$ cat config.mk
export PLATFORM = sky130hd
export DESIGN_NAME = id_ex_stage
export DESIGN_NICKNAME = d
export VERILOG_FILES = /design/src/rtl/id_ex_stage.sv
export SDC_FILE = /design/constraint.sdc
export NUM_CORES = 1
export LEC_CHECK = 0
export ABC_AREA = 1
export BUFFER_PORTS_ARGS = -buffer_cell sky130_fd_sc_hd__buf_4
export CORE_MARGIN = 4
export CORE_UTILIZATION = 45
export CTS_CLUSTER_SIZE = 16
export DETAILED_ROUTE_END_ITERATION = 16
export PLACE_DENSITY = 0.84
export REMOVE_ABC_BUFFERS = 1
export SLEW_MARGIN = 20
export SYNTH_ARGS = -nofsm -noshare
export SYNTH_HDL_FRONTEND = slang
export SYNTH_SLANG_ARGS = --single-unit
$ cat constraint.sdc
create_clock -name clk -period 2.5 [get_ports clk]
set_input_delay 0.25 -clock clk [delete_from_list [all_inputs] [get_ports clk]]
set_output_delay 0.25 -clock clk [all_outputs]
set_load 0.05 [all_outputs]
$ cat src/rtl/id_ex_stage.sv
// ID/EX pipeline register feeding the ALU.
// Captures decoded operands and control, resolves operand hazards by EX/MEM and
// MEM/WB forwarding plus decode-time write-through, detects load-use hazards
// (stall request upstream, bubble into EX), and honours external stall/flush.
module id_ex_stage #(
   parameter int DATA_W = 32,
   parameter int CTRL_W = 4,
   parameter int REG_W  = 5
) (
   input  logic              clk,
   input  logic              rst_n,
   input  logic              id_valid,
   input  logic [REG_W-1:0]  id_rs_addr,
   input  logic [REG_W-1:0]  id_rt_addr,
   input  logic [REG_W-1:0]  id_rd_addr,
   input  logic [DATA_W-1:0] id_rs_data,
   input  logic [DATA_W-1:0] id_rt_data,
   input  logic [DATA_W-1:0] id_imm,
   input  logic [CTRL_W-1:0] id_control,
   input  logic              id_alusrc,
   input  logic              id_regwrite,
   input  logic              id_memread,
   input  logic              id_memwrite,
   input  logic              stall,
   input  logic              flush,
   input  logic              exmem_regwrite,
   input  logic [REG_W-1:0]  exmem_rd,
   input  logic [DATA_W-1:0] exmem_result,
   input  logic              memwb_regwrite,
   input  logic [REG_W-1:0]  memwb_rd,
   input  logic [DATA_W-1:0] memwb_result,
   output logic              ex_valid,
   output logic [DATA_W-1:0] salida1,
   output logic [DATA_W-1:0] salida3,
   output logic [CTRL_W-1:0] ex_control,
   output logic [DATA_W-1:0] ex_store_data,
   output logic [REG_W-1:0]  ex_dest,
   output logic              ex_regwrite,
   output logic              ex_memread,
   output logic              ex_memwrite,
   output logic              load_use_stall
);

   // Registered EX-slot state
   logic              valid_q,    valid_d;
   logic [REG_W-1:0]  rs_q,       rs_d;
   logic [REG_W-1:0]  rt_q,       rt_d;
   logic [REG_W-1:0]  rd_q,       rd_d;
   logic [DATA_W-1:0] rs_data_q,  rs_data_d;
   logic [DATA_W-1:0] rt_data_q,  rt_data_d;
   logic [DATA_W-1:0] imm_q,      imm_d;
   logic [CTRL_W-1:0] control_q,  control_d;
   logic              alusrc_q,   alusrc_d;
   logic              regwrite_q, regwrite_d;
   logic              memread_q,  memread_d;
   logic              memwrite_q, memwrite_d;

   logic [DATA_W-1:0] wt_rs_data;
   logic [DATA_W-1:0] wt_rt_data;
   logic [DATA_W-1:0] fwd_rs;
   logic [DATA_W-1:0] fwd_rt;
   logic              load_bubble;

   // Load in EX whose result a dependent instruction in ID needs this cycle.
   // rt only matters when it is a real ALU operand or store data.
   always_comb begin
      load_use_stall = valid_q && memread_q && (rd_q != '0) && id_valid &&
                       ((rd_q == id_rs_addr) ||
                        ((rd_q == id_rt_addr) && (!id_alusrc || id_memwrite)));
   end

   // Decode write-through: a register being written back this cycle overrides the
   // stale register-file read.
   always_comb begin
      wt_rs_data = id_rs_data;
      wt_rt_data = id_rt_data;
      if (memwb_regwrite && (memwb_rd != '0) && (memwb_rd == id_rs_addr))
         wt_rs_data = memwb_result;
      if (memwb_regwrite && (memwb_rd != '0) && (memwb_rd == id_rt_addr))
         wt_rt_data = memwb_result;
   end

   // Next-state selection: flush > stall > load-use bubble > capture.
   always_comb begin
      // NOTE: every _d takes its _q as a default before any branch, so no path leaves it unassigned and no latch is inferred.
      valid_d    = valid_q;
      rs_d       = rs_q;
      rt_d       = rt_q;
      rd_d       = rd_q;
      rs_data_d  = rs_data_q;
      rt_data_d  = rt_data_q;
      imm_d      = imm_q;
      control_d  = control_q;
      alusrc_d   = alusrc_q;
      regwrite_d = regwrite_q;
      memread_d  = memread_q;
      memwrite_d = memwrite_q;
      load_bubble = flush || (!stall && load_use_stall);
      if (load_bubble) begin
         valid_d    = 1'b0;
         regwrite_d = 1'b0;
         memread_d  = 1'b0;
         memwrite_d = 1'b0;
         control_d  = '0;
      end else if (!stall) begin
         valid_d    = id_valid;
         rs_d       = id_rs_addr;
         rt_d       = id_rt_addr;
         rd_d       = id_rd_addr;
         rs_data_d  = wt_rs_data;
         rt_data_d  = wt_rt_data;
         imm_d      = id_imm;
         control_d  = id_control;
         alusrc_d   = id_alusrc;
         regwrite_d = id_valid && id_regwrite && (id_rd_addr != '0);
         memread_d  = id_valid && id_memread;
         memwrite_d = id_valid && id_memwrite;
      end
   end

   // EX-slot state register, cleared asynchronously.
   always_ff @(posedge clk or negedge rst_n) begin
      if (!rst_n) begin
         valid_q    <= 1'b0;
         rs_q       <= '0;
         rt_q       <= '0;
         rd_q       <= '0;
         rs_data_q  <= '0;
         rt_data_q  <= '0;
         imm_q      <= '0;
         control_q  <= '0;
         alusrc_q   <= 1'b0;
         regwrite_q <= 1'b0;
         memread_q  <= 1'b0;
         memwrite_q <= 1'b0;
      end else begin
         // NOTE: non-blocking assignments so every flop samples pre-edge values regardless of statement order.
         valid_q    <= valid_d;
         rs_q       <= rs_d;
         rt_q       <= rt_d;
         rd_q       <= rd_d;
         rs_data_q  <= rs_data_d;
         rt_data_q  <= rt_data_d;
         imm_q      <= imm_d;
         control_q  <= control_d;
         alusrc_q   <= alusrc_d;
         regwrite_q <= regwrite_d;
         memread_q  <= memread_d;
         memwrite_q <= memwrite_d;
      end
   end

   // Operand forwarding: EX/MEM beats MEM/WB; register 0 is never forwarded.
   always_comb begin
      fwd_rs = rs_data_q;
      fwd_rt = rt_data_q;
      if (exmem_regwrite && (exmem_rd != '0) && (exmem_rd == rs_q))
         fwd_rs = exmem_result;
      else if (memwb_regwrite && (memwb_rd != '0) && (memwb_rd == rs_q))
         fwd_rs = memwb_result;
      if (exmem_regwrite && (exmem_rd != '0) && (exmem_rd == rt_q))
         fwd_rt = exmem_result;
      else if (memwb_regwrite && (memwb_rd != '0) && (memwb_rd == rt_q))
         fwd_rt = memwb_result;
   end

   assign ex_valid      = valid_q;
   assign salida1       = fwd_rs;
   assign salida3       = alusrc_q ? imm_q : fwd_rt;
   assign ex_store_data = fwd_rt;
   assign ex_control    = control_q;
   assign ex_dest       = rd_q;
   assign ex_regwrite   = regwrite_q;
   assign ex_memread    = memread_q;
   assign ex_memwrite   = memwrite_q;

endmodule

==> results of run 1 <==
-- flip-flops by register name, summed over array words and instances, names as in the netlist --
name,flops
imm_q,32
rs_data_q,32
rt_data_q,32
ex_dest,5
rs_q,5
rt_q,5
ex_control,4
alusrc_q,1
ex_memread,1
ex_memwrite,1
ex_regwrite,1
ex_valid,1
-- kinds of logic after synthesis --
family | Yosys count | share of synthesized area, %
and+or+nand+nor | 1016 | 53.1
buffers and inverters | 145 | 8.19
DFF | 120 | 34.5
xor gates and xnor gates | 37 | 3.73
AOI/OAI and AO/OA | 7 | 0.446
-- layout make-up --
type                            instances  area [sq um]  area share [%]
Clock inverter                          8           143            1.17
Timing Repair Buffer                  351          2910            24.0
Sequential cell                       120          3000            24.7
Tap cell                              260           325            2.68
Inverter                               46           173            1.42
Clock buffer                           24           482            3.96
Multi-Input combinational cell       1060          5120            42.1
-- metal layers --
metal	part of all wire, %	up-vias	global-route usage, %
met4	3.9	0	13.7
met2	48	742	52.2
li1	-	4798	-
met1	37	4803	37.7
met5	0	-	0
met3	12	117	7.77
-- power breakdown --
| part | leakage (nW) | total, mW | switching (mW) | internal [mW] |
|---|---|---|---|---|
| logic | 4.92 | 3.41 | 2.28 | 1.13 |
| registers | 1.49 | 2.35 | 0.164 | 2.18 |
| clock network | 0.304 | 2.64 | 0.897 | 1.74 |
| total | 6.71 | 8.40 | 3.34 | 5.06 |
-- metrics by stage --
step	utilization, %	hold slack (ns)	std cells	power [mW]	TNS, ns
2_1_floorplan	-	-0.0456	1226	4.35	-495.73
3_3_place_gp	59.5	0.239	1832	5.58	0
3_5_place_dp	59.5	0.248	1832	5.63	0
4_1_cts	62.9	0.0454	1865	8.28	0
5_1_grt	64.6	0.0557	1869	8.76	-0.666
6_report	64.6	0.0634	1869	8.40	0
-- worst register-to-register path, delay by kind of cell, from the launching register on --
kind	cells	cell delay (ns)
simple gates	6	0.77
xor+xnor	1	0.17
flops	1	0.44
buf+inv	1	0.57
-- repair_timing --
item,in CTS,in global routing
hold endpoints to repair,32,0
hold buffers,1,0
endpoints found under the setup margin,0,96
resized for setup,0,65
setup buffers,0,3
-- cell usage in the layout (no fill, tap or decap), types with 4 or more instances in the layout --
cell and instances:
and2_1 31, buf_12 11, buf_4 309, buf_6 26
bufinv_16 4, clkbuf_1 4, clkbuf_16 18, dfrtp_1 119
inv_1 43, nand2_1 564, nand2_2 6, nand2_4 4
nand3_1 303, nand3_2 10, nand3b_1 65, nor2_1 15
nor2_4 9, o21ai_0 5, xnor2_1 14, xor2_1 23
-- worst paths after layout --
check / start / to / slack (ns) / depth (start not counted)
max in group asynchronous: rst_n / ex_dest[4]$_DFFE_PN0P_ / 1.34 / 3
hold / removal: id_control[2] / ex_control[2]$_DFFE_PN0P_ / 0.06 / 3
setup reg to reg: ex_dest[1]$_DFFE_PN0P_ / rs_data_q[5]$_DFFE_PN0P_ / 0.48 / 8
setup / recovery: rt_q[0]$_DFFE_PN0P_ / ex_store_data[31] / 0.06 / 10
min in group asynchronous: rst_n / imm_q[6]$_DFFE_PN0P_ / 0.37 / 2
hold reg to reg: imm_q[4]$_DFFE_PN0P_ / imm_q[4]$_DFFE_PN0P_ / 0.47 / 2
==> flow_results.xml, run 1 <==
<?xml version="1.0" encoding="UTF-8"?>
<metrics>
  <group name="status">
    <metric name="run_status" unit="">completed</metric>
  </group>
  <group name="global_routing">
    <metric name="gr-usage-all-layers" unit="%">31.0</metric>
    <metric name="first_global_vias" unit="">10314</metric>
    <metric name="grt_pass1_wl" unit="mm">54.0</metric>
    <metric name="grt_max_degree" unit="">68</metric>
    <metric name="grt_overflow" unit="">0</metric>
    <metric name="grt_antenna_before_repair" unit="">0</metric>
  </group>
  <group name="final_layout">
    <metric name="num-nets-final" unit="">1796</metric>
    <metric name="layout.cell_area.non_filler" unit="sq um">12200</metric>
    <metric name="insertedDiodeCount" unit="">0</metric>
    <metric name="area.growth.synth_to_final" unit="%">39.9</metric>
    <metric name="drive_gt1_share" unit="%">25.9</metric>
    <metric name="layout_fillers" unit="">1702</metric>
  </group>
  <group name="routing">
    <metric name="detail-route-antenna-nets" unit="">0</metric>
    <metric name="avgViaCountPerCell" unit="">5.60</metric>
    <metric name="wl" unit="mm">35.4</metric>
    <metric name="detail_route.first_pass.iterations" unit="">6</metric>
    <metric name="drc" unit="">0</metric>
    <metric name="routedWlPerCell" unit="microns">19.0</metric>
    <metric name="drtIter0Drc" unit="">1052</metric>
    <metric name="routed-via-count" unit="">10460</metric>
  </group>
  <group name="pwr">
    <metric name="power.density_cell_area" unit="nW/um^2">691</metric>
    <metric name="power_leakage" unit="nW">6.71</metric>
    <metric name="vdd_ir_drop_max" unit="uV">456</metric>
  </group>
  <group name="floorplanning">
    <metric name="rows" unit="">50</metric>
    <metric name="core_area" unit="sq um">18800</metric>
    <metric name="die_area" unit="sq um">21600</metric>
    <metric name="floorplan.die.width" unit="microns">147</metric>
    <metric name="dieHeight" unit="microns">147</metric>
    <metric name="num_io_pins" unit="">310</metric>
    <metric name="initial_core_utilization" unit="%">46.2</metric>
  </group>
  <group name="setup_path">
    <metric name="critical_path.startpoint_type" unit="">flop</metric>
    <metric name="path_delay_family" unit="">simple AND/OR/NAND/NOR gates</metric>
    <metric name="crit_chain" unit="">xnor2_1, nand3_2, nor2_4, buf_12, nand2_4, buf_12, nand2_1, nand3_2, and2_1, buf_4</metric>
    <metric name="worstPathArrival" unit="ns">2.19</metric>
    <metric name="cp.required" unit="ns">2.25</metric>
    <metric name="slowest_delay" unit="ns">0.42</metric>
    <metric name="timing_worst_setup_path_type" unit="">reg -&gt; out</metric>
    <metric name="cp-end-kind" unit="">output pin</metric>
    <metric name="cp.buffers_inverters" unit="">3</metric>
    <metric name="cp_max_fo" unit="">15</metric>
    <metric name="critical-path-slowest-cell" unit="">dfrtp_1</metric>
  </group>
  <group name="placement">
    <metric name="port_buffers" unit="">309</metric>
    <metric name="dp_hpwl" unit="mm">23.8</metric>
    <metric name="gp_congestion" unit="">0.927</metric>
    <metric name="placed_cell_area" unit="sq um">11200</metric>
    <metric name="preCtsSetupSlack" unit="ns">0.456</metric>
  </group>
  <group name="timing">
    <metric name="fmax" unit="GHz">0.409</metric>
    <metric name="layout_setup_ws" unit="ns">0.0576</metric>
    <metric name="worst_pin_slew" unit="ns">0.858</metric>
    <metric name="finalHoldViolations" unit="">0</metric>
    <metric name="fin_crit" unit="ns">2.44</metric>
    <metric name="setup_repair_after_global_routing_missed_its_margin" unit="">yes</metric>
    <metric name="slew_viol_final" unit="">0</metric>
    <metric name="skew" unit="ns">0.00977</metric>
    <metric name="final.period_utilization" unit="%">97.7</metric>
    <metric name="max-slew-margin-rel" unit="%">42.6</metric>
    <metric name="setup_viol_count_final" unit="">0</metric>
  </group>
  <group name="logic_synthesis">
    <metric name="post_synth.cell_area_avg" unit="sq um">6.56</metric>
    <metric name="synthTopCellsByArea" unit="">dfrtp_1 35%, nand2_1 25%, nand3_1 18%</metric>
    <metric name="synth-async-reset-ratio" unit="%">100</metric>
    <metric name="synth_top_cells_by_count" unit="">568 x nand2_1, 312 x nand3_1, 120 x dfrtp_1</metric>
    <metric name="ys_ff_latch" unit="">120</metric>
    <metric name="post_synth_edffs" unit="">0</metric>
    <metric name="postSynth.topFlopCell" unit="">dfrtp_1</metric>
    <metric name="netlist_area" unit="sq um">8690</metric>
    <metric name="netlist.top_cell.by_area" unit="">dfrtp_1</metric>
    <metric name="netlist.area_leader.share" unit="%">34.5</metric>
    <metric name="synth-seq-area-share" unit="%">34.5</metric>
    <metric name="yosys.cell_types.count" unit="">28</metric>
    <metric name="yosysWarnings" unit="">0</metric>
    <metric name="most_instantiated_library_cell_after_synthesis" unit="">nand2_1</metric>
    <metric name="syn-instance-count" unit="">1325</metric>
  </group>
  <group name="clocking">
    <metric name="cts-root-buf" unit="">clkbuf_16</metric>
    <metric name="cts-root-to-sink-buffers" unit="">2</metric>
    <metric name="worst_skew_pair.late_latency" unit="ns">0.41</metric>
    <metric name="cts_tree" unit="">yes</metric>
    <metric name="cts_buffers" unit="">17</metric>
    <metric name="h-tree-depth" unit="">4</metric>
    <metric name="worst_setup_hold_path_clk_slew" unit="ns">0.06</metric>
    <metric name="clock_sinks" unit="">120</metric>
  </group>
  <group name="worst_hold_path">
    <metric name="hp-class" unit="">in -&gt; reg</metric>
  </group>
  <group name="run">
    <metric name="maxCapViolCount" unit="">0</metric>
  </group>
</metrics>
(Power assumes the default switching activity.)
==> run 2, diff against run 1 <==
--- a/config.mk
+++ b/config.mk
@@ -5,15 +5,15 @@
 export SDC_FILE = /design/constraint.sdc
 export NUM_CORES = 1
 export LEC_CHECK = 0
-export ABC_AREA = 1
+export ABC_AREA = 0
 export BUFFER_PORTS_ARGS = -buffer_cell sky130_fd_sc_hd__buf_4
 export CORE_MARGIN = 4
 export CORE_UTILIZATION = 45
 export CTS_CLUSTER_SIZE = 16
 export DETAILED_ROUTE_END_ITERATION = 16
-export PLACE_DENSITY = 0.84
+export GPL_ROUTABILITY_DRIVEN = 0
+export PLACE_DENSITY = 0.86
 export REMOVE_ABC_BUFFERS = 1
-export SLEW_MARGIN = 20
 export SYNTH_ARGS = -nofsm -noshare
 export SYNTH_HDL_FRONTEND = slang
 export SYNTH_SLANG_ARGS = --single-unit
==> run 2 against run 1 <==
The flow now finishes with violations (negative setup slack). Design area is 16% higher. Global-route usage is 0.39 points higher. Critical path depth is 2 lower. Synthesized cell count is 46% lower. Die area is 10% lower. Clock power hardly changed. Total power is 22% higher. Critical path type unchanged. Critical endpoint is now salida3[13]. Largest power group unchanged. Highest routed layer unchanged.
==> flow_results.xml, run 2 <==
<?xml version="1.0" encoding="UTF-8"?>
<metrics>
  <group name="timing">
    <metric name="layout_setup_ws" unit="ns">-0.438</metric>
    <metric name="skew" unit="ns">0.0122</metric>
    <metric name="whs" unit="ns">0.0269</metric>
    <metric name="worst_pin_slew" unit="ns">1.04</metric>
    <metric name="finalHoldViolations" unit="">0</metric>
    <metric name="setup_repair_after_global_routing_missed_its_margin" unit="">yes</metric>
    <metric name="fmax" unit="GHz">0.340</metric>
    <metric name="setup_viol_count_final" unit="">93</metric>
    <metric name="slew_viol_final" unit="">0</metric>
    <metric name="final.period_utilization" unit="%">118</metric>
    <metric name="fin_crit" unit="ns">2.94</metric>
    <metric name="max-slew-margin-rel" unit="%">30.8</metric>
  </group>
  <group name="final_layout">
    <metric name="insertedDiodeCount" unit="">0</metric>
    <metric name="num-nets-final" unit="">1260</metric>
    <metric name="layout_fillers" unit="">736</metric>
    <metric name="layout_common_cells" unit="">245 x buf_4, 141 x mux2_2, 114 x dfrtp_1, 89 x buf_6, 60 x mux2_1</metric>
    <metric name="drive_gt1_share" unit="%">71.9</metric>
    <metric name="layout_commonest_cell" unit="">buf_4</metric>
    <metric name="area.growth.synth_to_final" unit="%">81.6</metric>
    <metric name="largestRegisters" unit="">imm_q (32), rs_data_q (32), rt_data_q (32)</metric>
  </group>
  <group name="global_routing">
    <metric name="grt_antenna_before_repair" unit="">0</metric>
    <metric name="first_global_vias" unit="">8484</metric>
    <metric name="grt_pass1_wl" unit="mm">48.2</metric>
    <metric name="grt_max_degree" unit="">62</metric>
    <metric name="grt_overflow" unit="">0</metric>
    <metric name="gr-usage-all-layers" unit="%">31.4</metric>
  </group>
  <group name="logic_synthesis">
    <metric name="postSynth.topFlopCell" unit="">dfrtp_1</metric>
    <metric name="post_synth_edffs" unit="">0</metric>
    <metric name="synth_top_cells_by_count" unit="">148 x mux2_2, 120 x dfrtp_1, 60 x mux2_1</metric>
    <metric name="post_synth.cell_area_avg" unit="sq um">10.9</metric>
    <metric name="netlist.top_cell.by_area" unit="">dfrtp_1</metric>
    <metric name="yosysWarnings" unit="">0</metric>
    <metric name="syn-instance-count" unit="">709</metric>
    <metric name="ys_ff_latch" unit="">120</metric>
    <metric name="most_instantiated_library_cell_after_synthesis" unit="">mux2_2</metric>
    <metric name="synth-seq-area-share" unit="%">38.8</metric>
    <metric name="yosys.cell_types.count" unit="">38</metric>
    <metric name="synth-async-reset-ratio" unit="%">100</metric>
    <metric name="synthTopCellsByArea" unit="">dfrtp_1 39%, mux2_2 22%, mux2_1 8.7%</metric>
    <metric name="netlist.area_leader.share" unit="%">38.8</metric>
    <metric name="netlist_area" unit="sq um">7750</metric>
  </group>
  <group name="floorplanning">
    <metric name="floorplan.die.width" unit="microns">139</metric>
    <metric name="die_area" unit="sq um">19400</metric>
    <metric name="dieHeight" unit="microns">139</metric>
    <metric name="num_io_pins" unit="">310</metric>
    <metric name="core_area" unit="sq um">16700</metric>
    <metric name="rows" unit="">47</metric>
    <metric name="initial_core_utilization" unit="%">46.4</metric>
  </group>
  <group name="clocking">
    <metric name="worst_setup_hold_path_clk_slew" unit="ns">0.06</metric>
    <metric name="cts_tree" unit="">yes</metric>
    <metric name="clock_sinks" unit="">120</metric>
    <metric name="cts-root-buf" unit="">clkbuf_16</metric>
    <metric name="h-tree-depth" unit="">4</metric>
    <metric name="worst_skew_pair.late_latency" unit="ns">0.42</metric>
    <metric name="cts_buffers" unit="">17</metric>
    <metric name="cts-root-to-sink-buffers" unit="">2</metric>
  </group>
  <group name="setup_path">
    <metric name="timing_worst_setup_path_type" unit="">reg -&gt; out</metric>
    <metric name="crit_chain" unit="">buf_4, xnor2_2, nand4_1, buf_6, nor3_1, a31oi_4, mux2_4, buf_6</metric>
    <metric name="critical-path-slowest-cell" unit="">nor3_1</metric>
    <metric name="slowest_delay" unit="ns">0.55</metric>
    <metric name="crit_path_frequent_cell" unit="">buf_6</metric>
    <metric name="cp-end-kind" unit="">output pin</metric>
    <metric name="cp.required" unit="ns">2.25</metric>
    <metric name="critical_path.startpoint_type" unit="">flop</metric>
    <metric name="cp_max_fo" unit="">32</metric>
    <metric name="worstPathArrival" unit="ns">2.69</metric>
  </group>
  <group name="run">
    <metric name="maxCapViolCount" unit="">0</metric>
  </group>
  <group name="routing">
    <metric name="avgViaCountPerCell" unit="">6.52</metric>
    <metric name="drc" unit="">0</metric>
    <metric name="wl" unit="mm">38.3</metric>
    <metric name="routed-via-count" unit="">8411</metric>
    <metric name="drtIter0Drc" unit="">564</metric>
    <metric name="routedWlPerCell" unit="microns">29.7</metric>
    <metric name="detail-route-antenna-nets" unit="">0</metric>
    <metric name="detail_route.first_pass.iterations" unit="">5</metric>
  </group>
  <group name="status">
    <metric name="failing_checks" unit="">negative setup slack</metric>
    <metric name="run_status" unit="">finished, violations left</metric>
  </group>
  <group name="placement">
    <metric name="preCtsSetupSlack" unit="ns">-0.0565</metric>
    <metric name="dp_hpwl" unit="mm">20.1</metric>
    <metric name="port_buffers" unit="">309</metric>
  </group>
  <group name="pwr">
    <metric name="vdd_ir_drop_max" unit="uV">467</metric>
    <metric name="power_leakage" unit="nW">5.65</metric>
    <metric name="power.density_cell_area" unit="nW/um^2">729</metric>
  </group>
  <group name="worst_hold_path">
    <metric name="hp-class" unit="">in -&gt; reg</metric>
  </group>
</metrics>
## run 2: report_power, final
part	total [mW]	switching, mW	internal (mW)
clock network	2.66	0.922	1.74
registers	2.55	0.324	2.23
logic	5.05	2.84	2.21
## run 2: logic make-up after synthesis
| logic type | synth area share [%] |
|---|---|
| AND/OR/NAND/NOR | 8.43 |
| AO/OA/AOI/OAI | 9.66 |
| flip-flops | 38.8 |
| XOR/XNOR | 4.52 |
| multiplexers | 34.4 |
| buffers and inverters | 4.28 |
## run 2: critical path, delay by kind of cell (launching register included)
family | cells | cell delay [ns]
AO/OA/AOI/OAI | 1 | 0.11
AND/OR/NAND/NOR | 2 | 0.68
XOR/XNOR | 1 | 0.16
flip-flops | 1 | 0.40
buffers and inverters | 3 | 0.58
multiplexers | 1 | 0.31
## run 2: final timing paths
kind / startpoint / end / slack [ns] / cells past startpoint
worst max-delay path: rt_q[1]$_DFFE_PN0P_ / salida3[13] / -0.44 / 8
worst min-delay path: flush / ex_valid$_DFFE_PN0P_ / 0.03 / 2
worst min register to register: ex_memwrite$_DFFE_PN0P_ / ex_memwrite$_DFFE_PN0P_ / 0.50 / 1
max in group asynchronous: rst_n / rt_data_q[9]$_DFFE_PN0P_ / 1.37 / 3
worst max register to register: ex_dest[2]$_DFFE_PN0P_ / rs_data_q[27]$_DFFE_PN0P_ / 0.44 / 6
min in group asynchronous: rst_n / rt_q[2]$_DFFE_PN0P_ / 0.33 / 2
## run 2: cell type report
| cell class | count | area, sq um | share of cell area [%] |
|---|---|---|---|
| clock buffer | 22 | 474 | 3.37 |
| multi-input combinational | 518 | 6100 | 43.4 |
| clock inverter | 8 | 146 | 1.04 |
| tap | 220 | 275 | 1.96 |
| timing repair buffer | 401 | 4060 | 28.8 |
| inverter | 2 | 7.51 | 0.0534 |
| sequential | 120 | 3010 | 21.4 |
## run 2: per-layer routing
| layer | wire length [microns] | global-route usage (%) |
|---|---|---|
| met5 | 0 | 0 |
| met4 | 2840 | 16.7 |
| met3 | 3340 | 8.78 |
| met2 | 19100 | 53.9 |
| met1 | 13100 | 35.6 |
## run 2: through the flow
step	power (mW)	util, %	instances	setup TNS, ns	instance area (sq um)
2_1_floorplan	4.74	-	640	-1066.87	7420
5_1_grt	10.5	84.3	1291	-16.06	14100
6_report	10.3	84.3	1291	-10.26	14100
3_3_place_gp	6.09	64.0	1229	-0.123	10700
3_5_place_dp	6.17	64.0	1229	-0.457	10700
4_1_cts	9.41	75.6	1279	-6.72	12600
## run 2: repair_timing
action	in CTS	in global routing
setup buffers	13	7
gates resized for setup	214	258
pin swaps	42	35
gates cloned	6	9
setup endpoints to repair	95	96
hold endpoints to repair	30	0
hold buffers	1	0
